File: src/rtl/vna_capture_seq.sv
// vna_capture_seq: settle-then-accumulate capture sequencer for two signed ADC channels.
// Optional watchdog in CAPTURE is built only when CAPTURE_TIMEOUT_EN is defined.
module vna_capture_seq #(
    parameter int AXIS_TDATA_WIDTH = 32,
    parameter int OUT_WIDTH        = 14,
    parameter int CNT_WIDTH        = 16,
    parameter int ACC_WIDTH        = 32
) (
    input  logic                        aclk,
    input  logic                        aresetn,
    input  logic [AXIS_TDATA_WIDTH-1:0] s_axis_tdata,
    input  logic                        s_axis_tvalid,
    input  logic                        start,
    input  logic                        abort,
    input  logic [CNT_WIDTH-1:0]        cfg_settle,
    input  logic [CNT_WIDTH-1:0]        cfg_samples,
    output logic                        busy,
    output logic                        done,
    output logic                        timeout,
    output logic signed [ACC_WIDTH-1:0] acc_a,
    output logic signed [ACC_WIDTH-1:0] acc_b
);
    localparam int HALF = AXIS_TDATA_WIDTH / 2;

    typedef enum logic [1:0] {IDLE, SETTLE, CAPTURE, DONE} state_t;

    state_t                       state_q, state_d;
    logic [CNT_WIDTH-1:0]         settle_q, settle_d;
    logic [CNT_WIDTH-1:0]         samples_q, samples_d;
    logic [CNT_WIDTH-1:0]         set_cnt_q, set_cnt_d;
    logic [CNT_WIDTH-1:0]         smp_cnt_q, smp_cnt_d;
    logic signed [ACC_WIDTH-1:0]  acc_a_q, acc_a_d;
    logic signed [ACC_WIDTH-1:0]  acc_b_q, acc_b_d;
    logic signed [OUT_WIDTH-1:0]  a_raw, b_raw;
    logic signed [ACC_WIDTH-1:0]  a_ext, b_ext;
    logic                         start_ok;
    logic                         wd_exp;
    logic                         unused_bits;

    assign a_raw       = s_axis_tdata[OUT_WIDTH-1:0];
    assign b_raw       = s_axis_tdata[HALF+OUT_WIDTH-1:HALF];
    assign a_ext       = ACC_WIDTH'(a_raw);
    assign b_ext       = ACC_WIDTH'(b_raw);
    assign unused_bits = ^{s_axis_tdata[HALF-1:OUT_WIDTH], s_axis_tdata[AXIS_TDATA_WIDTH-1:HALF+OUT_WIDTH]};
    assign start_ok    = (state_q == IDLE) && start && !abort;

    assign busy  = (state_q == SETTLE) || (state_q == CAPTURE);
    assign done  = (state_q == DONE) && !abort;
    assign acc_a = acc_a_q;
    assign acc_b = acc_b_q;

    // State, latched configuration, counters and accumulators
    always_ff @(posedge aclk or negedge aresetn) begin
        if (!aresetn) begin
            state_q   <= IDLE;
            settle_q  <= '0;
            samples_q <= '0;
            set_cnt_q <= '0;
            smp_cnt_q <= '0;
            acc_a_q   <= '0;
            acc_b_q   <= '0;
        end else begin
            state_q   <= state_d;
            settle_q  <= settle_d;
            samples_q <= samples_d;
            set_cnt_q <= set_cnt_d;
            smp_cnt_q <= smp_cnt_d;
            acc_a_q   <= acc_a_d;
            acc_b_q   <= acc_b_d;
        end
    end

    // Next-state logic; abort overrides everything and freezes partial sums
    always_comb begin
        state_d   = state_q;
        settle_d  = settle_q;
        samples_d = samples_q;
        set_cnt_d = set_cnt_q;
        smp_cnt_d = smp_cnt_q;
        acc_a_d   = acc_a_q;
        acc_b_d   = acc_b_q;
        if (abort) begin
            state_d = IDLE;
        end else begin
            case (state_q)
                IDLE: if (start) begin
                    settle_d  = cfg_settle;
                    samples_d = cfg_samples;
                    set_cnt_d = '0;
                    smp_cnt_d = '0;
                    acc_a_d   = '0;
                    acc_b_d   = '0;
                    state_d   = (cfg_settle == '0) ? CAPTURE : SETTLE;
                end
                SETTLE: begin
                    set_cnt_d = set_cnt_q + CNT_WIDTH'(1);
                    if (set_cnt_q == settle_q - CNT_WIDTH'(1)) state_d = CAPTURE;
                end
                CAPTURE: begin
                    if (samples_q == '0) begin
                        state_d = DONE;
                    end else if (s_axis_tvalid) begin
                        acc_a_d   = acc_a_q + a_ext;
                        acc_b_d   = acc_b_q + b_ext;
                        smp_cnt_d = smp_cnt_q + CNT_WIDTH'(1);
                        if (smp_cnt_q + CNT_WIDTH'(1) == samples_q) state_d = DONE;
                    end else if (wd_exp) begin
                        state_d = DONE;
                    end
                end
                default: state_d = IDLE;
            endcase
        end
    end

`ifdef CAPTURE_TIMEOUT_EN
    logic [CNT_WIDTH-1:0] wd_q;
    logic                 timeout_q;

    assign wd_exp  = &wd_q;
    assign timeout = timeout_q;

    // Watchdog counts consecutive CAPTURE cycles without a valid beat
    always_ff @(posedge aclk or negedge aresetn) begin
        if (!aresetn) wd_q <= '0;
        else          wd_q <= (state_q == CAPTURE && !s_axis_tvalid) ? wd_q + CNT_WIDTH'(1) : '0;
    end

    // Timeout flag is set when the watchdog forces DONE and held until the next start
    always_ff @(posedge aclk or negedge aresetn) begin
        if (!aresetn)      timeout_q <= 1'b0;
        else if (start_ok) timeout_q <= 1'b0;
        else if (state_q == CAPTURE && state_d == DONE && wd_exp && !s_axis_tvalid) timeout_q <= 1'b1;
    end
`else
    logic unused_start_ok;

    assign wd_exp          = 1'b0;
    assign timeout         = 1'b0;
    assign unused_start_ok = start_ok;
`endif

endmodule

File: config.mk
export PLATFORM = sky130hd
export DESIGN_NAME = vna_capture_seq
export DESIGN_NICKNAME = d
export VERILOG_FILES = /design/src/rtl/vna_capture_seq.sv
export SDC_FILE = /design/constraint.sdc
export NUM_CORES = 1
export LEC_CHECK = 0
export ABC_AREA = 1
export CAP_MARGIN = 20
export CORE_ASPECT_RATIO = 0.9
export CORE_UTILIZATION = 25
export CTS_CLUSTER_DIAMETER = 200
export DETAILED_ROUTE_END_ITERATION = 6
export GPL_TIMING_DRIVEN = 0
export PLACE_DENSITY = 0.54
export SKIP_CTS_REPAIR_TIMING = 1
export SYNTH_ARGS = -nofsm -noshare
export SYNTH_HDL_FRONTEND = slang
export SYNTH_SLANG_ARGS = --single-unit
File: constraint.sdc
create_clock -name aclk -period 6.45 [get_ports aclk]
set_clock_uncertainty 0.2 [all_clocks]
set_input_delay 1.935 -clock aclk [delete_from_list [all_inputs] [get_ports aclk]]
set_output_delay 1.935 -clock aclk [all_outputs]
set_load 0.01 [all_outputs]
==> Word level (Yosys, flattened, before mapping) <==
Index checks and enable logic that the tools add are counted.
Widths: inputs -> output; s select.
{ "word_totals": {"regBits": 130, "latch_bits": 0, "mem_bits_rw": 0, "mem_bits_ro": 0, "in_bits": 69, "out_inout_bits": 67, "word_cells": 57, "memories": 0} }
{ "classes": {"n_addsub": 5, "n_mul": 0, "n_div": 0, "magnitude_cmp": 0, "n_eq_ne": 12, "shifts": 0, "n_mux": 20, "bitwise_logic": 1, "reduce_logical": 12} }
{ "op_table": {"columns": ["cell", "n"], "rows": [
  ["$mux 32", 5],
  ["$pmux 32 s2", 2],
  ["$add 32x14->32", 2],
  ["$pmux 16 s2", 2],
  ["$mux 16", 3],
  ["$add 16x1->16 const B", 2],
  ["$eq 16x16->1", 2],
  ["$logic_not 16->1", 2],
  ["$sub 16x1->16 const B", 1],
  ["$mux 2", 7],
  ["$ne 2x2->1 const B", 3],
  ["$pmux 2 s3", 1],
  ["$reduce_and 3->1", 2],
  ["$reduce_and 5->1", 1],
  ["$eq 2x2->1 const B", 2],
  ["$ne 4x2->1 const B", 1],
  ["$ne 4x3->1 const B", 1],
  ["$reduce_and 4->1", 1],
  ["$reduce_bool 2->1", 2],
  ["$ne 3x2->1 const B", 1],
  ["$ne 3x3->1 const B", 1],
  ["$eq 2x1->1 const B", 1],
  ["$logic_not 2->1", 1],
  ["$logic_and 1x1->1", 1],
  ["other kinds (3)", 3]
]} }

==> Depth between registers and ports, before layout <==
{ "depth": {"depth_word": 7, "mapped_depth": 16, "mapped_depth_nobuf": 16} }

==> Least setup slack after synthesis <==
Ideal clock, no wire load.
{ "synth_path": {"path_kind": "input-to-output", "from": "input port abort", "to": "output port done", "arrival_ns": 2.104, "required_time_ns": 4.315, "slack_ns": 2.211, "path_stages": 1, "n_path_buf": 0, "cell_sequence": "nor2_1"} }
{ "synth_via": {"elab_chain_len": 2} }
{ "synth_lines": {"columns": ["item", "line", "text"], "rows": [
  ["start, declared", "14", "input logic abort,"],
  ["$logic_not 1->1", "48", "assign done = (state_q == DONE) && !abort;"],
  ["$logic_and 1x1->1", "48", null],
  ["end, declared", "18", "output logic done,"]
]} }
Every way passes these cells.

==> Worst setup path in the final report <==
Same ends and word-level chain as after synthesis.

==> out/results.txt <==
Result of the run -> finished, final reports clean
Residual DRC count -> 0
Placeable core region -> 0.0386 mm²
Ordered cell list for the critical path -> clkdlybuf4s50_1 -> nor2_1 -> clkdlybuf4s50_1
I/O Pins -> 136
Share of the yosys chip area belonging to registers -> 33.0%
Launching point of the worst reg2reg path -> state_q[0]
Routed vias/inst -> 4.71
Total die area -> 0.0403 mm²
Synth async-reset ratio -> 100%
Vias in the first global route -> 9694
Dominant synthesized flop cell -> dfrtp_1
Total of flip-flops plus latches after synthesis -> 130
VDD IR-drop max -> 0.180 mV
Final hold violation count -> 0
Tot GR Track Use -> 16.3%
Antenna diode instance count -> 0
Layout overhead on the synthesized area -> 25.7%
First-pass GRT wire length -> 51100 µm
Die Height -> 191 µm
Count of antenna-violating nets left after detailed routing -> 0
EDFF count, synth -> 0
Total grt overflow -> 0
Top cell family by delay on the critical path -> buffers and inverters
Final GP Congestion -> 0.910
Launching element of the worst setup path -> abort
Root Buffer Master -> clkbuf_16
Final worst path period share -> 83.0%
CP most frequent cell -> clkdlybuf4s50_1
Detailed placer's ending HPWL -> 25400 µm
Transition time of the tightest slew-check pin -> 0.879 ns
Worst Hold Margin -> 0.296 ns
Vias after detailed routing -> 10100
Class of the tightest hold or removal check -> reg2reg
Req. time, crit path -> 4.32 ns
Largest stage delay on the critical path -> 0.56 ns
Setup ws final -> 1.10 ns
Layout net count -> 1740
Slowest-stage cell, CP -> clkdlybuf4s50_1
Post-Route WL -> 31700 µm
Number of H-tree levels -> 4
Critical path capture point type -> output pin
Synth Area in Compound Gates -> 17.9%
Count of pins over their slew limit -> 0
Total clock buffers created by CTS -> 17
Category of the most critical setup path -> in2out
Maximum achievable frequency -> 187 MHz
Adder and majority cell fraction of the synthesized area -> 9.28%
Worst endpoint data arrival time -> 3.22 ns
Per-cell routed wire length -> 14.9 µm
Largest family of logic cells by synthesized area -> simple AND/OR/NAND/NOR gates
Die Wd -> 211 µm
Starting density of the core -> 25.6%
Count of distinct cell types in the synthesized netlist -> 48
Number of optimization iterations in the first detailed-route pass -> 5
Max Buffers Root-to-Sink -> 2
Number of instances in the placed design -> 2105
Multiplexer share of the synthesized area -> 0%
Post-Synth XOR/XNOR Area -> 2.31%
Cell row count -> 68
Clock-pin transition on the worst setup and hold timing paths -> 0.05 ns
Max-capacitance violation count -> 0
Post-synthesis simple-gate area fraction -> 31.3%
Leakage Power -> 5.76 nW
Clock insertion delay at the later pin of the skew report -> 0.45 ns
Number of nets produced by synthesis -> 1590
Hold path startpoint -> settle_q[15]
Area share of the largest cell type after synthesis -> 33.0%
Cell type with the largest total area after synthesis -> dfrtp_1
Worst-case setup slack after placement -> 1.09 ns
Worst slew margin relative to its limit -> 41.2%
Power per cell area -> 328 mW/mm²
Fin crit period -> 5.35 ns
Number of warning messages in the yosys log -> 0
Final core utilization -> 32.1%
Mapped Area -> 0.00987 mm²
Cell types occupying the most area after synthesis -> dfrtp_1, nand2_1, ha_1
Mean area per synthesized cell -> 6.81 µm²
Pin count of the biggest net entering global routing -> 71
Endpoints failing setup -> 0
Synthesized netlist cell count -> 1449
Total of buffers placed on input and output ports -> 130
Clock tree from TritonCTS -> yes
Setup repair after global routing missed its margin -> false
Fraction of final layout cells sized beyond drive strength 1 -> 3.54%
Starting DRT DRC Count -> 476
Finished Layout Cells -> 2135
Maximum fanout count along the critical path -> 6
Worst setup SP type -> primary input
Antenna violations before repair -> 1
Total number of clock tree sinks -> 130
Sum of buffers and inverters on the critical path -> 2
## tightest hold or removal path: stages, from the launching register on
cell     delay (ns)
dfrtp_1        0.36
nand2_1        0.06
nand2_1        0.05
## report_power, final
group	switching, mW	leakage [nW]	internal [mW]
Clock	0.375	0.275	0.562
Combinational	1.15	3.75	0.745
Sequential	0.208	1.73	1.03
Total	1.73	5.76	2.33
## final timing paths
check | end | slack (ns) | cells past startpoint
worst min register to register | settle_q[15] | 0.30 | 2
max in group asynchronous | acc_b[18] | 4.00 | 2
worst max-delay path | done | 1.10 | 3
worst max register to register | acc_a[14] | 3.24 | 12
min in group asynchronous | settle_q[14] | 1.27 | 1
worst min-delay path | settle_q[15] | 0.30 | 2
## layout make-up
| type | instances | area (µm²) |
|---|---|---|
| clock inverter | 6 | 55.1 |
| timing repair buffer | 131 | 1330 |
| tap | 525 | 657 |
| sequential | 130 | 3250 |
| buffer | 24 | 100 |
| inverter | 135 | 509 |
| fill | 4269 | 26200 |
| multi-input combinational | 1160 | 6010 |
| clock buffer | 24 | 492 |
## cell usage after synthesis (all sizes together) (8+ instances only)
cell	instances
dfrtp	130
nand4	14
o21ai	138
clkbuf	14
buf	10
nand2	446
xnor2	12
xor2	14
nor3	22
nand3	85
o21bai	8
ha	70
nor2	149
o22ai	11
a21oi	117
a21o	10
nor4	10
inv	132
o21a	8
## metal layers
metal  global-route usage (%)  share of wire (%)
met5                        0              0.038
met2                     25.1                 43
met1                     22.7                 50
met3                     3.44                5.0
met4                     4.93                1.8
## logic make-up after synthesis
logic type,count (synthesis)
adders and majority gates,72
AOI/OAI and AO/OA,318
and+or+nand+nor,743
other,1
xor gates and xnor gates,26
buffers and inverters,159
DFF,130
## placed cells by master, fill, tap and decap left out, types with 3 or more instances in the layout
cell	n
nand2_1	444
nor2_1	146
o21ai_0	130
dfrtp_1	130
clkdlybuf4s50_1	129
inv_1	126
a21oi_1	117
nand3_1	85
ha_1	70
nor3_1	19
clkbuf_1	17
clkbuf_16	17
nand4_1	14
xor2_1	14
xnor2_1	12
o22ai_1	11
a21o_1	10
nor4_1	10
o21bai_1	8
o21a_1	8
o21ai_1	7
or2_2	6
a32o_1	6
nand3b_1	6
inv_2	5
buf_2	5
clkinv_2	5
o211ai_1	4
a21boi_0	4
buf_1	4
o31ai_1	4
clkbuf_8	4
and2_1	3
clkinv_1	3
## state kept, by name, summed over array words and instances (netlist names)
name	flops
samples_q	16
acc_b	32
settle_q	16
smp_cnt_q	16
acc_a	32
state_q	2
set_cnt_q	16
## metrics by stage
stage          area, µm²  total power [mW]  TNS, ns
4_1_cts            12400              4.11        0
2_1_floorplan       9870              2.44        0
3_5_place_dp       11900              3.14        0
5_1_grt            12400              4.43        0
6_report           12400              4.07        0
3_3_place_gp       11800              3.13  -335.66
Note: power is estimated with default switching activity, not from simulation.
